`src/rtl/control_fsm.sv`:
```
// Multicycle sequencing FSM: commit strobes, memory handshake and trap control.
// Build option ILLEGAL_INSN_TRAP_EN: illegal encodings trap (cause 2) instead of acting as NOPs.
module control_fsm #(
    parameter int MEM_TIMEOUT = 0
) (
    input  logic        clk,
    input  logic        rst,
    input  logic [6:0]  opcode,
    input  logic [2:0]  func3,
    input  logic [11:0] funct12,
    input  logic        irq,
    input  logic        mem_ack,
    output logic        mem_req,
    output logic        mem_we,
    output logic        mem_addr_sel,
    output logic        ir_we,
    output logic        alu_out_we,
    output logic        mdr_we,
    output logic        rf_we,
    output logic        csr_we,
    output logic        pc_we,
    output logic        trap_pending,
    output logic        trap_finish,
    output logic [4:0]  trap_cause,
    output logic        retire
);

    localparam logic [2:0] S_FETCH   = 3'd0;
    localparam logic [2:0] S_DECODE  = 3'd1;
    localparam logic [2:0] S_EXECUTE = 3'd2;
    localparam logic [2:0] S_MEM     = 3'd3;
    localparam logic [2:0] S_WB      = 3'd4;
    localparam logic [2:0] S_TRAP    = 3'd5;

    localparam logic [6:0] OPC_LOAD   = 7'b0000011;
    localparam logic [6:0] OPC_STORE  = 7'b0100011;
    localparam logic [6:0] OPC_OP     = 7'b0110011;
    localparam logic [6:0] OPC_OP_IMM = 7'b0010011;
    localparam logic [6:0] OPC_LUI    = 7'b0110111;
    localparam logic [6:0] OPC_AUIPC  = 7'b0010111;
    localparam logic [6:0] OPC_JAL    = 7'b1101111;
    localparam logic [6:0] OPC_JALR   = 7'b1100111;
    localparam logic [6:0] OPC_BRANCH = 7'b1100011;
    localparam logic [6:0] OPC_SYSTEM = 7'b1110011;

    localparam logic [15:0] TO_LAST = 16'(MEM_TIMEOUT - 1);
    localparam logic        TO_EN   = (MEM_TIMEOUT != 0);

    logic [2:0]  state_q, state_d;
    logic        entry_q;
    logic [15:0] cnt_q;
    logic [4:0]  cause_q, cause_d;

    logic req_c, we_c, asel_c, irw_c, aluw_c, mdrw_c;
    logic rfw_c, csrw_c, pcw_c, tp_c, tf_c, ret_c;
    logic illegal;
    logic to_hit;
    logic is_store;
    logic is_system;

    assign is_store  = (opcode == OPC_STORE);
    assign is_system = (opcode == OPC_SYSTEM);
    assign to_hit    = TO_EN && (cnt_q == TO_LAST);

    always_comb begin
        state_d = state_q;
        cause_d = cause_q;
        req_c   = 1'b0;
        we_c    = 1'b0;
        asel_c  = 1'b0;
        irw_c   = 1'b0;
        aluw_c  = 1'b0;
        mdrw_c  = 1'b0;
        rfw_c   = 1'b0;
        csrw_c  = 1'b0;
        pcw_c   = 1'b0;
        tp_c    = 1'b0;
        tf_c    = 1'b0;
        ret_c   = 1'b0;
        illegal = 1'b0;
        unique case (state_q)
            S_FETCH: begin
                // irq is sampled only before the request goes out
                if (entry_q && irq) begin
                    state_d = S_TRAP;
                    cause_d = 5'b1_1011;
                end else begin
                    req_c = 1'b1;
                    if (mem_ack) begin
                        irw_c   = 1'b1;
                        state_d = S_DECODE;
                    end else if (to_hit) begin
                        state_d = S_TRAP;
                        cause_d = 5'd1;
                    end
                end
            end
            S_DECODE: state_d = S_EXECUTE;
            S_EXECUTE: begin
                aluw_c = 1'b1;
                unique case (opcode)
                    OPC_LOAD, OPC_STORE: state_d = S_MEM;
                    OPC_OP, OPC_OP_IMM, OPC_LUI,
                    OPC_AUIPC, OPC_JAL, OPC_JALR: state_d = S_WB;
                    OPC_BRANCH: begin
                        pcw_c   = 1'b1;
                        ret_c   = 1'b1;
                        state_d = S_FETCH;
                    end
                    OPC_SYSTEM: begin
                        if (func3 == 3'b000) begin
                            unique case (funct12)
                                12'h000: begin
                                    state_d = S_TRAP;
                                    cause_d = 5'd11;
                                end
                                12'h001: begin
                                    state_d = S_TRAP;
                                    cause_d = 5'd3;
                                end
                                12'h302: begin
                                    tf_c    = 1'b1;
                                    pcw_c   = 1'b1;
                                    ret_c   = 1'b1;
                                    state_d = S_FETCH;
                                end
                                default: illegal = 1'b1;
                            endcase
                        end else if (func3 != 3'b100) begin
                            state_d = S_WB;
                        end else begin
                            illegal = 1'b1;
                        end
                    end
                    default: illegal = 1'b1;
                endcase
                if (illegal) begin
`ifdef ILLEGAL_INSN_TRAP_EN
                    state_d = S_TRAP;
                    cause_d = 5'd2;
`else
                    pcw_c   = 1'b1;
                    ret_c   = 1'b1;
                    state_d = S_FETCH;
`endif
                end
            end
            S_MEM: begin
                req_c  = 1'b1;
                asel_c = 1'b1;
                we_c   = is_store;
                if (mem_ack) begin
                    if (is_store) begin
                        pcw_c   = 1'b1;
                        ret_c   = 1'b1;
                        state_d = S_FETCH;
                    end else begin
                        mdrw_c  = 1'b1;
                        state_d = S_WB;
                    end
                end else if (to_hit) begin
                    state_d = S_TRAP;
                    cause_d = is_store ? 5'd7 : 5'd5;
                end
            end
            S_WB: begin
                // csr_we also commits rd for Zicsr, keeping rf_we/csr_we exclusive
                csrw_c  = is_system;
                rfw_c   = !is_system;
                pcw_c   = 1'b1;
                ret_c   = 1'b1;
                state_d = S_FETCH;
            end
            S_TRAP: begin
                tp_c    = 1'b1;
                pcw_c   = 1'b1;
                state_d = S_FETCH;
            end
            default: state_d = S_FETCH;
        endcase
    end

    always_ff @(posedge clk or posedge rst) begin
        if (rst) begin
            state_q <= S_FETCH;
            entry_q <= 1'b1;
            cnt_q   <= 16'd0;
            cause_q <= 5'd0;
        end else begin
            state_q <= state_d;
            entry_q <= (state_d != state_q);
            cause_q <= cause_d;
            if (state_d != state_q)
                cnt_q <= 16'd0;
            else if (req_c && !mem_ack)
                cnt_q <= cnt_q + 16'd1;
        end
    end

    assign mem_req      = !rst && req_c;
    assign mem_we       = !rst && we_c;
    assign mem_addr_sel = !rst && asel_c;
    assign ir_we        = !rst && irw_c;
    assign alu_out_we   = !rst && aluw_c;
    assign mdr_we       = !rst && mdrw_c;
    assign rf_we        = !rst && rfw_c;
    assign csr_we       = !rst && csrw_c;
    assign pc_we        = !rst && pcw_c;
    assign trap_pending = !rst && tp_c;
    assign trap_finish  = !rst && tf_c;
    assign retire       = !rst && ret_c;
    assign trap_cause   = (!rst && state_q == S_TRAP) ? cause_q : 5'd0;

endmodule
```
`config.mk`:
```
export PLATFORM = sky130hd
export DESIGN_NAME = control_fsm
export DESIGN_NICKNAME = d
export VERILOG_FILES = /design/src/rtl/control_fsm.sv
export SDC_FILE = /design/constraint.sdc
export NUM_CORES = 1
export LEC_CHECK = 0
export CORE_UTILIZATION = 30
export CTS_CLUSTER_DIAMETER = 100
export DETAILED_ROUTE_END_ITERATION = 8
export SYNTH_ARGS = -nofsm -noshare
export SYNTH_HDL_FRONTEND = slang
export SYNTH_SLANG_ARGS = --single-unit
```
`constraint.sdc`:
```
create_clock -name clk -period 3.6 [get_ports clk]
set_clock_uncertainty 0.1 [all_clocks]
set_input_delay 0.72 -clock clk [delete_from_list [all_inputs] [get_ports clk]]
set_output_delay 0.72 -clock clk [all_outputs]
set_load 0.1 [all_outputs]
```
==> qor.yml <==
status: "finished, final reports clean"
cp_num_buf_inv: 2
synth_nets: 142
post-route-min-period_ps: 3550
synthArstFlopShare_pct: 100.0
clock-sinks: 7
post-route-period-util_pct: 98.62
synthMuxAreaShare_pct: 0
antenna_found_initial: 0
yosys.cell_count.top_type: "nor2_1"
via_count: 1059
clk_pin_slew_ps: 60
hold_class: "reg2reg"
synth.top_cell.area_share_pct: 18.40
clk_latency_ps: 250
path_depth: 6
power_frac_comb_pct: 74.2
p_sw_uw: 468.4
drc: 0
row_count: 18
cp_slowest_stage_delay_ps: 530
synth_fa_ha_area_share_pct: 4.601
dp_cells: 188
start_kind: "input pin"
routed_wl_um: 2571
p_int_uw: 377.5
yosys.area.top_type: "dfrtp_1"
synth_xor_area_share_pct: 0
num_antenna_cells: 0
grt_util_all_layers_pct: 19.27
powerDensity_nw_per_um2: 536.1
fp.dieArea_sq_um: 2932
seq_area_frac_synth_pct: 21.63
arrival_ps: 2730
ir_drop_mv: 0.3585
maxCapViolations: 0
syn_to_final_growth_pct: 93.40
synth-edff-count: 0
cpMostUsedCell: "or4_4"
wl_per_cell_um: 13.18
yosysWarningCount: 0
reg2reg_depth: 7
end_kind: "primary output"
setup.worst_path.end: "trap_finish"
filler_cell_count: 234
globalRoute.totalOverflow: 0
synth_top_family_by_area: "simple AND/OR/NAND/NOR gates"
cp_max_fo: 2
yosys.cell_types.count: 43
grt_pass1_vias: 979
worstReg2RegEnd: "entry_q"
timing.rr.start: "state_q[2]"
htreeDepth: 1
syn_area_sq_um: 815.8
cts_tree: "built"
path_cells: "dlygate4sd2_1 > or4_4 > or4_4 > or3_4 > nor3_4 > buf_12"
worstMarginPinSlew_ps: 773.4
grt_pass1_wl_um: 4174
crit_type: "in2out"
power_frac_seq_pct: 17.1
coreArea_sq_um: 2522
drtPass1Iterations: 4
place_congestion: 0.8450
fin_nets: 195
ant_nets: 0
clockRootBuffer: "clkbuf_4"
avgViaCountPerCell: 5.431
start_util_pct: 32.34
final_max_slew_viol_count: 0
grt_max_degree: 15
syn_inst: 113
drt-initial-drc-count: 15
rsz0062_at_grt: "no"
synth_area_leaders: "dfrtp_1 (18%), nor2_1 (7.4%), a21oi_1 (5.5%), ha_1 (4.6%), and2_1 (3.8%)"
rrSetupSlack_ps: 1030
fp.dieH_um: 54.15
synth-compound-area-share_pct: 24.23
synth_simple_gate_area_share_pct: 43.10
clkPwrFrac_pct: 8.7
p_sw_share_pct: 55.37
min_from: "cause_q[1]"
post-dp-hpwl_um: 2049
slew_headroom_pct: 47.97
fp.dieW_um: 54.15
hold_violations: 0
ios: 43
synth-main-ff-cell: "dfrtp_1"
stdcell_count: 195
setup.worst_path.start: "funct12[10]"
clock.fmax_mhz: 281.7
critical_path.top_delay_family: "simple AND/OR/NAND/NOR gates"
power_leakage_nw: 0.6174
cts_made_buffers: 3
slowest_stage: "or4_4"
synthTopCellsByCount: "nor2_1 (16), a21oi_1 (9), nand2_1 (7), dfrtp_1 (6), inv_1 (6)"
required_ps: 2780
finalSetupViolCount: 0
power_uw: 845.9
drive_gt1_share_pct: 31.52
port_buffers: 41
ys_seq_elements: 7
clockBufferDepth: 2
syn-mean-instance-area_sq_um: 7.219
[area by class of cell]
class | count | area, sq um | share of cell area [%]
repair buffers | 53 | 643.1 | 40.76
flip-flops and latches | 7 | 176.4 | 11.18
clock buffers | 4 | 26.28 | 1.665
well taps | 30 | 37.54 | 2.379
inverters | 6 | 22.52 | 1.427
multi-input cells | 95 | 671.9 | 42.59
[cell families after synthesis]
logic type      Yosys count
simple gates             62
compound gates           29
other cells               1
flops                     7
fa+ha+maj                 3
buf+inv                  11
[through the flow]
stage          TNS (ps)  util (%)  hold slack (ps)  cell area (sq um)  setup WS [ps]
6_report              0     62.55            372.5               1578          49.76
5_1_grt               0     62.55            407.6               1578          10.97
4_1_cts               0     61.71            373.3               1556          38.95
3_5_place_dp     -437.0     59.82            362.1               1509         -169.6
3_3_place_gp     -290.7     59.82            352.7               1509         -135.5
2_1_floorplan     -1040         -            335.5              872.1         -330.5
[sequential cells by signal (all words and copies together) (netlist names)]
signal and count:
state_q 3, cause_q 3, entry_q 1
[power groups by stage]
| stage | combinational, mW | clock, mW | sequential (mW) |
|---|---|---|---|
| after floorplan | 0.425 | 0 | 0.128 |
| after global placement | 0.616 | 0 | 0.146 |
| after detailed placement | 0.621 | 0 | 0.144 |
| after global routing | 0.670 | 0.0829 | 0.150 |
| after CTS | 0.622 | 0.0747 | 0.143 |
| final | 0.627 | 0.0738 | 0.145 |
[cell usage in the layout, fill, tap and decap left out, types with 3 or more instances in the layout]
master,count
and3_1,3
or4_4,3
nor2_1,15
nand2b_1,3
ha_1,3
clkdlybuf4s50_1,18
clkbuf_4,3
nand2_1,7
inv_1,6
buf_4,12
nand3_1,4
and2_2,3
o21ai_0,4
dlygate4sd2_1,7
a21oi_1,8
dfrtp_1,6
buf_12,15
[per-layer routing]
layer / share of wire (%) / wire [um] / track usage [%] / vias up
met3: 5.9 / 152 / 3.955 / 2
li1: - / - / - / 517
met1: 45 / 1147 / 25.17 / 495
met2: 49 / 1252 / 32.11 / 45
met5: 0 / 0 / 0 / -
met4: 0.74 / 19 / 4.274 / 0
[how the worst min path moves through the flow]
stage,end,cells past startpoint
after floorplan,cause_q[1],1
after global placement,cause_q[4],1
after detailed placement,cause_q[4],1
after CTS,cause_q[4],1
after global routing,cause_q[4],1
final,cause_q[1],1
[what timing repair did]
| action | CTS | global route |
|---|---|---|
| hold buffers | 0 | 0 |
| buffers inserted | 2 | 1 |
| gates resized for setup | 9 | 4 |
| pin swaps | 6 | 4 |
| setup endpoints to repair | 3 | 1 |
(Power assumes the default switching activity.)
